File: src/rtl/conv_pkg.sv
// Shared types and operand-layout helpers for the convolution host interface.
package conv_pkg;

  localparam int unsigned IMG_BYTES = 16;
  localparam int unsigned FLT_BYTES = 9;
  localparam int unsigned RES_BYTES = 4;

  typedef enum logic [1:0] {
    ST_LOAD,
    ST_RUN,
    ST_CAPTURE,
    ST_DRAIN
  } state_t;

  // Bit offset of image slot n (row-major, a11 at bit 0).
  function automatic logic [6:0] img_off(input logic [3:0] slot);
    return {slot, 3'b000};
  endfunction

  // Bit offset of filter slot n (row-major, b11 at bit 0).
  function automatic logic [6:0] flt_off(input logic [3:0] slot);
    return {slot, 3'b000};
  endfunction

endpackage

File: src/rtl/single_array_host_if.sv
// Host front/back end for the single-PE convolution engine: gathers operands,
// runs one job on the engine, then streams the four result bytes back out.
module single_array_host_if #(
  parameter int unsigned RUN_CYCLES = 38,
  parameter int unsigned TIMEOUT    = 64
) (
  input  logic         clk,
  input  logic         rst,
  input  logic         in_valid,
  input  logic [7:0]   in_data,
  output logic         in_ready,
  output logic [127:0] img_flat,
  output logic [71:0]  flt_flat,
  output logic         active_single,
  input  logic         done_single,
  input  logic [31:0]  res_flat,
  output logic         out_valid,
  output logic [7:0]   out_data,
  input  logic         out_ready,
  output logic         busy,
  output logic         err
);
  import conv_pkg::*;

  localparam int unsigned RW        = $clog2(TIMEOUT);
  localparam logic [RW-1:0] RUN_LAST = RW'(RUN_CYCLES - 1);
  localparam logic [RW-1:0] TMO_LAST = RW'(TIMEOUT - 1);
  localparam logic [4:0] IMG_N      = 5'(IMG_BYTES);
  localparam logic [4:0] LOAD_LAST  = 5'(IMG_BYTES + FLT_BYTES - 1);
  localparam logic [1:0] DRAIN_LAST = 2'(RES_BYTES - 1);

  state_t        state, state_n;
  logic [4:0]    load_cnt;
  logic [RW-1:0] run_cnt;
  logic [1:0]    drain_cnt;
  logic [127:0]  img_q;
  logic [71:0]   flt_q;
  logic [31:0]   res_q;

  logic in_fire, out_fire, run_done, run_tmo;

  assign in_fire  = in_valid && in_ready;
  assign out_fire = out_valid && out_ready;
  assign run_done = done_single && (run_cnt >= RUN_LAST);
  // A valid completion on the last allowed cycle wins over the timeout.
  assign run_tmo  = !run_done && (run_cnt == TMO_LAST);

  // State register.
  always_ff @(posedge clk or posedge rst) begin
    if (rst) state <= ST_LOAD;
    else     state <= state_n;
  end

  // Next-state logic and decoded outputs.
  always_comb begin
    state_n       = state;
    in_ready      = 1'b0;
    active_single = 1'b0;
    out_valid     = 1'b0;
    err           = 1'b0;
    case (state)
      ST_LOAD: begin
        in_ready = 1'b1;
        if (in_fire && load_cnt == LOAD_LAST) state_n = ST_RUN;
      end
      ST_RUN: begin
        active_single = 1'b1;
        if (run_done) begin
          state_n = ST_CAPTURE;
        end else if (run_tmo) begin
          err     = 1'b1;
          state_n = ST_DRAIN;
        end
      end
      ST_CAPTURE: state_n = ST_DRAIN;
      ST_DRAIN: begin
        out_valid = 1'b1;
        if (out_fire && drain_cnt == DRAIN_LAST) state_n = ST_LOAD;
      end
      default: state_n = ST_LOAD;
    endcase
  end

  // Counters, operand registers and result registers.
  always_ff @(posedge clk or posedge rst) begin
    if (rst) begin
      load_cnt  <= '0;
      run_cnt   <= '0;
      drain_cnt <= '0;
      img_q     <= '0;
      flt_q     <= '0;
      res_q     <= '0;
    end else begin
      case (state)
        ST_LOAD: begin
          run_cnt <= '0;
          if (in_fire) begin
            if (load_cnt < IMG_N) img_q[img_off(load_cnt[3:0]) +: 8] <= in_data;
            else                  flt_q[flt_off(4'(load_cnt - IMG_N)) +: 8] <= in_data;
            load_cnt <= (load_cnt == LOAD_LAST) ? '0 : load_cnt + 5'd1;
          end
        end
        ST_RUN: begin
          run_cnt <= run_cnt + RW'(1);
          if (run_tmo) res_q <= '0;
        end
        ST_CAPTURE: begin
          run_cnt <= '0;
          res_q   <= res_flat;
        end
        ST_DRAIN: begin
          run_cnt <= '0;
          if (out_fire) drain_cnt <= drain_cnt + 2'd1;
        end
        default: ;
      endcase
    end
  end

  assign img_flat = img_q;
  assign flt_flat = flt_q;
  assign out_data = out_valid ? res_q[{drain_cnt, 3'b000} +: 8] : 8'd0;
  assign busy     = !(state == ST_LOAD && load_cnt == 5'd0);

endmodule

File: config.mk
export PLATFORM = sky130hd
export DESIGN_NAME = single_array_host_if
export DESIGN_NICKNAME = d
export VERILOG_FILES = /design/src/rtl/conv_pkg.sv /design/src/rtl/single_array_host_if.sv
export SDC_FILE = /design/constraint.sdc
export NUM_CORES = 1
export LEC_CHECK = 0
export CAP_MARGIN = 20
export CORE_MARGIN = 2
export CORE_UTILIZATION = 53
export DETAILED_ROUTE_END_ITERATION = 7
export MAX_ROUTING_LAYER = met4
export PLACE_DENSITY_LB_ADDON = 0.15
export SYNTH_ARGS = -nofsm -noshare
export SYNTH_HDL_FRONTEND = slang
export SYNTH_SLANG_ARGS = --single-unit
export TNS_END_PERCENT = 1
File: constraint.sdc
create_clock -name clk -period 12.6 [get_ports clk]
set_input_delay 1.26 -clock clk [delete_from_list [all_inputs] [get_ports clk]]
set_output_delay 1.26 -clock clk [all_outputs]
set_load 0.05 [all_outputs]
# Word-level counts from Yosys, hierarchy flattened
# Cells that the tools add are included.
# W data, S select, Z words.
# totals
register_bits,247
# op_classes
addsub,6
magnitude_cmp,2
eq_ne,10
n_shift,5
n_mux,18
bitwise,1
reduce_logical,19
# op_table
cell,n
$bwmux W128,1
$shift A8 B9 Y128 const A,1
$shiftx A8 B9 Y128,1
$bwmux W72,1
$shift A8 B9 Y72 const A,1
$shiftx A8 B9 Y72,1
$pmux W32 S2,1
$mux W32,1
$shiftx A32 B6 Y8,1
$neg A7 Y9,2
$pmux W6 S2,1
$reduce_and A3 Y1,3
$mux W2,4
$mux W8,1
$pmux W2 S4,1
$logic_and A1 B1 Y1,7
$add A6 B1 Y6 const B,1
$eq A2 B2 Y1 const B,3
$eq A6 B6 Y1 const B,1
$ge A6 B6 Y1 const B,1
$mux W1,6
$ne A2 B2 Y1 const B,3
$reduce_and A2 Y1,3
$add A5 B1 Y5 const B,1
other kinds (13),14

# Logic depth before layout (Yosys ltp)
# depth
ltp_word,7
mapped_depth,9
mapped_depth_nobuf,7

# Worst setup path before layout
# OpenSTA, ideal clock, no wires.
# synth_timing
path_type,input port to output port
from,in done_single
to,out err
t_arrival_ps,1748
setup_slack_ps,9592
cell_stages,2
path_buffers,0
path_cell_list,inv_1 > and3_1
# synth_via
elab_chain_cells,6
# synth_rtl
item,line,rtl
from (decl),single_array_host_if.sv:15,"input logic done_single,"
$logic_and A1 B1 Y1 (*),single_array_host_if.sv:44,assign run_done = done_single && (run_cnt >= RUN_LAST);
$logic_not A1 Y1,single_array_host_if.sv:46,assign run_tmo = !run_done && (run_cnt == TMO_LAST);
$logic_and A1 B1 Y1,single_array_host_if.sv:46,
$mux W1,single_array_host_if.sv:70,end else if (run_tmo) begin
$mux W1 (*),single_array_host_if.sv:68,if (run_done) begin
$mux W1 (*),single_array_host_if.sv:61,case (state)
to (decl),single_array_host_if.sv:21,output logic err
# Every way passes the cells marked *; elsewhere a longest branch is shown, timed or not.

# Worst setup path after layout
# layout_timing
from,reg load_cnt[0]
to,out busy
# layout_via
elab_chain_cells,3
# layout_rtl
item,line,rtl
from (decl),single_array_host_if.sv:33,logic [4:0] load_cnt;
from (signal assigned),single_array_host_if.sv:100,load_cnt <= (load_cnt == LOAD_LAST) ? '0 : load_cnt + 5'd1;
$logic_not A5 Y1,single_array_host_if.sv:123,assign busy = !(state == ST_LOAD && load_cnt == 5'd0);
$logic_and A1 B1 Y1,single_array_host_if.sv:123,
$logic_not A1 Y1,single_array_host_if.sv:123,
to (decl),single_array_host_if.sv:20,"output logic busy,"
# No other way between the ends.

==> implementation parameters <==
Parameter                              Value

Cells and area
  Ratio of cells with drive above 1 in the final layout ... 27.4%
  Synth-to-layout area growth ... 36.0%
  Number of fill cells in the layout ... 1,360
  Net count reported at finish ... 1,078
  Antenna cells ... 0
  Count of placed standard cells in the final layout, fillers left out ... 1,306

Synthesis
  Most frequent cell after synthesis ... dfrtp_1
  Mean Syn Cell Area ... 13.7 um^2
  Total nets after synthesis ... 817
  Sequential cell area fraction in the yosys report ... 59.6%
  Synthesized cell area ... 10,400 um^2
  Dominant cell type by area after synthesis ... dfrtp_1
  Leading post-synthesis cells by instance count ... dfrtp_1 (247), mux2_2 (192), nand2_1 (82)
  Synthesized instance count ... 759
  Post-synth top area share ... 59.6%
  Number of enable flip-flop cells after synthesis ... 0
  Synth async-reset ratio ... 100%
  FF+latch count, synth ... 247
  Yosys warning count ... 0
  Most common flop cell mapped by yosys ... dfrtp_1
  Most area-consuming cells after synthesis ... dfrtp_1 (60%), mux2_2 (21%), nand2_1 (3.0%)
  Yosys cell types ... 48

Global routing
  Vias in the first global route ... 7,089
  Maximum number of pins on one net before global-route repair ... 102
  Overflow left after global routing ... 0
  Number of antenna violations at the first check in global routing ... 0
  Total global-route track usage ... 25.3%
  First-pass GRT wire length ... 39,200 um

Clocking
  Clock tree from TritonCTS ... yes
  CTS root buf ... clkbuf_16
  TritonCTS sink count ... 247
  Number of buffers added to fix hold violations after cts ... 0
  Clock transition time at the flip-flop clock pins of the worst setup and hold paths ... 0.07 ns
  Clock H-tree levels ... 1
  Post-CTS repair timing setup buffer count ... 0
  Number of buffers between clock root and the deepest sink ... 3
  Clock latency of the later-clocked register in the worst-skew pair ... 0.53 ns
  Number of buffers created by CTS ... 27
  Count of cells resized by post-cts repair ... 0

Run status
  Run status ... finished clean

Critical path
  Sort of element at the start of the critical path ... register
  End of the worst register-to-register path ... img_flat[89]
  Register-to-Register Setup Slack ... 9.35 ns
  Number of cells traversed by the worst register-to-register path ... 6
  Critical path's largest stage delay ... 0.84 ns
  Worst-path maximum fanout ... 19
  Worst endpoint data arrival time ... 3.04 ns
  Capturing element type of the critical path ... output port
  Critical Path Slowest Stage Cell ... clkdlybuf4s50_1
  CP cell instances ... inv_1 > ha_1 > nor4b_1 > nand2_1 > clkdlybuf4s50_1
  Required time of the worst setup path ... 11.34 ns
  Buffers & Inverters on Critical Path ... 2
  Largest delay contributor family on the critical path ... buffers and inverters
  Worst R2R Start ... load_cnt[0]
  CP Class ... reg -> out

Timing
  Crit path time final ... 4.30 ns
  Final sum of negative setup slack ... 0 ns
  Final Hold Vio Count ... 0
  Slew at the pin closest to its max-slew limit ... 1.10 ns
  Worst max-slew margin expressed relative to the limit ... 26.7%
  Period utilisation layout ... 34.2%
  Fin. max-slew vios ... 0
  Final count of negative-setup-slack endpoints ... 0
  Setup repair after global routing missed its margin ... no
  Final worst hold slack ... 0.476 ns
  Setup clock skew after layout ... 0.0191 ns
  Maximum achievable frequency ... 232 MHz

Power and ir drop
  Peak supply drop ... 0.129 mV
  Leakage Power ... 0.00664 uW
  Post-route total power ... 2310 uW
  Power density normalized to cell area ... 164 nW/um^2

Place
  HPWL after DPL ... 17,000 um
  Final weighted congestion of routability-driven global placement ... 0.802
  Number of placed cells counting well taps ... 1,256
  Port bufs ... 257

Die
  Floorplan die area ... 20,700 um^2
  DIE WIDTH ... 144 um
  Effective utilization at floorplan ... 53.6%
  Die Y ... 144 um
  Core area ... 19,300 um^2
  Std-Cell Rows ... 51
  Top Ports ... 258

Detailed routing
  Post-DR vias/cell ... 5.33
  Routed wire length ... 25,000 um
  Number of iterations in the first detailed-routing pass ... 4
  WL/cell ... 19.2 um
  Post-route DRC violation count ... 0
  DR iter-0 viols ... 243
  DR vias ... 6,966
  Residual antenna-violating net count after detailed routing ... 0

Worst hold path
  Hold Crit Start ... img_flat[125]
  Type of the worst min-delay path ... reg -> reg
  Hold-critical path depth ... 2
  Worst hold endpoint ... img_flat[125]

Flow run
  Max capacitance violation total ... 0
## registers in the layout, summed over array words and instances, names as in the netlist
| signal | cells |
|---|---|
| load_cnt | 5 |
| flt_flat | 72 |
| run_cnt | 6 |
| state | 2 |
| img_flat | 128 |
| res_q | 32 |
| drain_cnt | 2 |
## stage by stage
stage	worst slack, ns	utilization (%)	area [um^2]
after CTS	8.29	72.9	14100
after detailed placement	8.38	68.3	13200
final	8.30	72.9	14100
after global routing	8.10	72.9	14100
after floorplan	4.55	-	10400
after global placement	8.37	68.3	13200
## layer usage
layer	routed length [um]	track usage [%]
met2	11900	40.1
met5	0	-
met4	448	5.62
met1	10800	33.4
met3	1830	6.23
## layout by cell type, fill, tap and decap left out, drive strengths merged, types with 2 or more instances in the layout
cell and n:
and3 21, buf 9, ha 13, or3 2
nand4 2, nor3 10, o21ai 41, xor2 3
nor2b 6, clkdlybuf4s50 257, nand2 84, dfrtp 247
nand3 7, clkinv 10, mux4 8, nor2 16
inv 11, a31oi 3, nor3b 2, nand2b 2
mux2 201, clkbuf 36, xnor2 4, a21o 2
and2 28, o31ai 2
## worst reg2reg max path, cell delays in order, from the launching register on
cell and delay (ns):
dfrtp_1 0.74, inv_1 0.17, ha_1 0.43, xnor2_4 0.56, nand2_2 0.28, nor3_4 0.52, mux2_2 0.41
## power by group
group | total [uW] | internal [uW] | switching [uW]
logic | 599 | 218 | 381
clock network | 761 | 450 | 311
registers | 949 | 874 | 74.7
## cell type report
cell class | instances | area [um^2] | area share [%]
inverter | 9 | 41.3 | 0.293
timing repair buffer | 266 | 2640 | 18.7
multi-input combinational | 469 | 4020 | 28.5
clock inverter | 14 | 109 | 0.772
clock buffer | 36 | 769 | 5.46
sequential | 247 | 6180 | 43.9
tap | 265 | 332 | 2.35
## worst max-delay path by stage
| stage | from | end | cells past startpoint |
|---|---|---|---|
| 2_1_floorplan | rst | drain_cnt[0] | 1 |
| 3_3_place_gp | rst | img_flat[0] | 4 |
| 3_5_place_dp | rst | flt_flat[0] | 4 |
| 4_1_cts | load_cnt[0] | busy | 5 |
| 5_1_grt | load_cnt[0] | busy | 5 |
| 6_report | load_cnt[0] | busy | 5 |
## kinds of logic after synthesis
group           Yosys count  synth area share [%]
mux                     210                  23.9
xor+xnor                  7                 0.845
fa+ha+maj                13                  1.57
flops                   247                  59.6
buf+inv                  43                  1.71
compound gates           53                  2.85
simple gates            186                  9.46
Power figures use the tool's default switching activity.
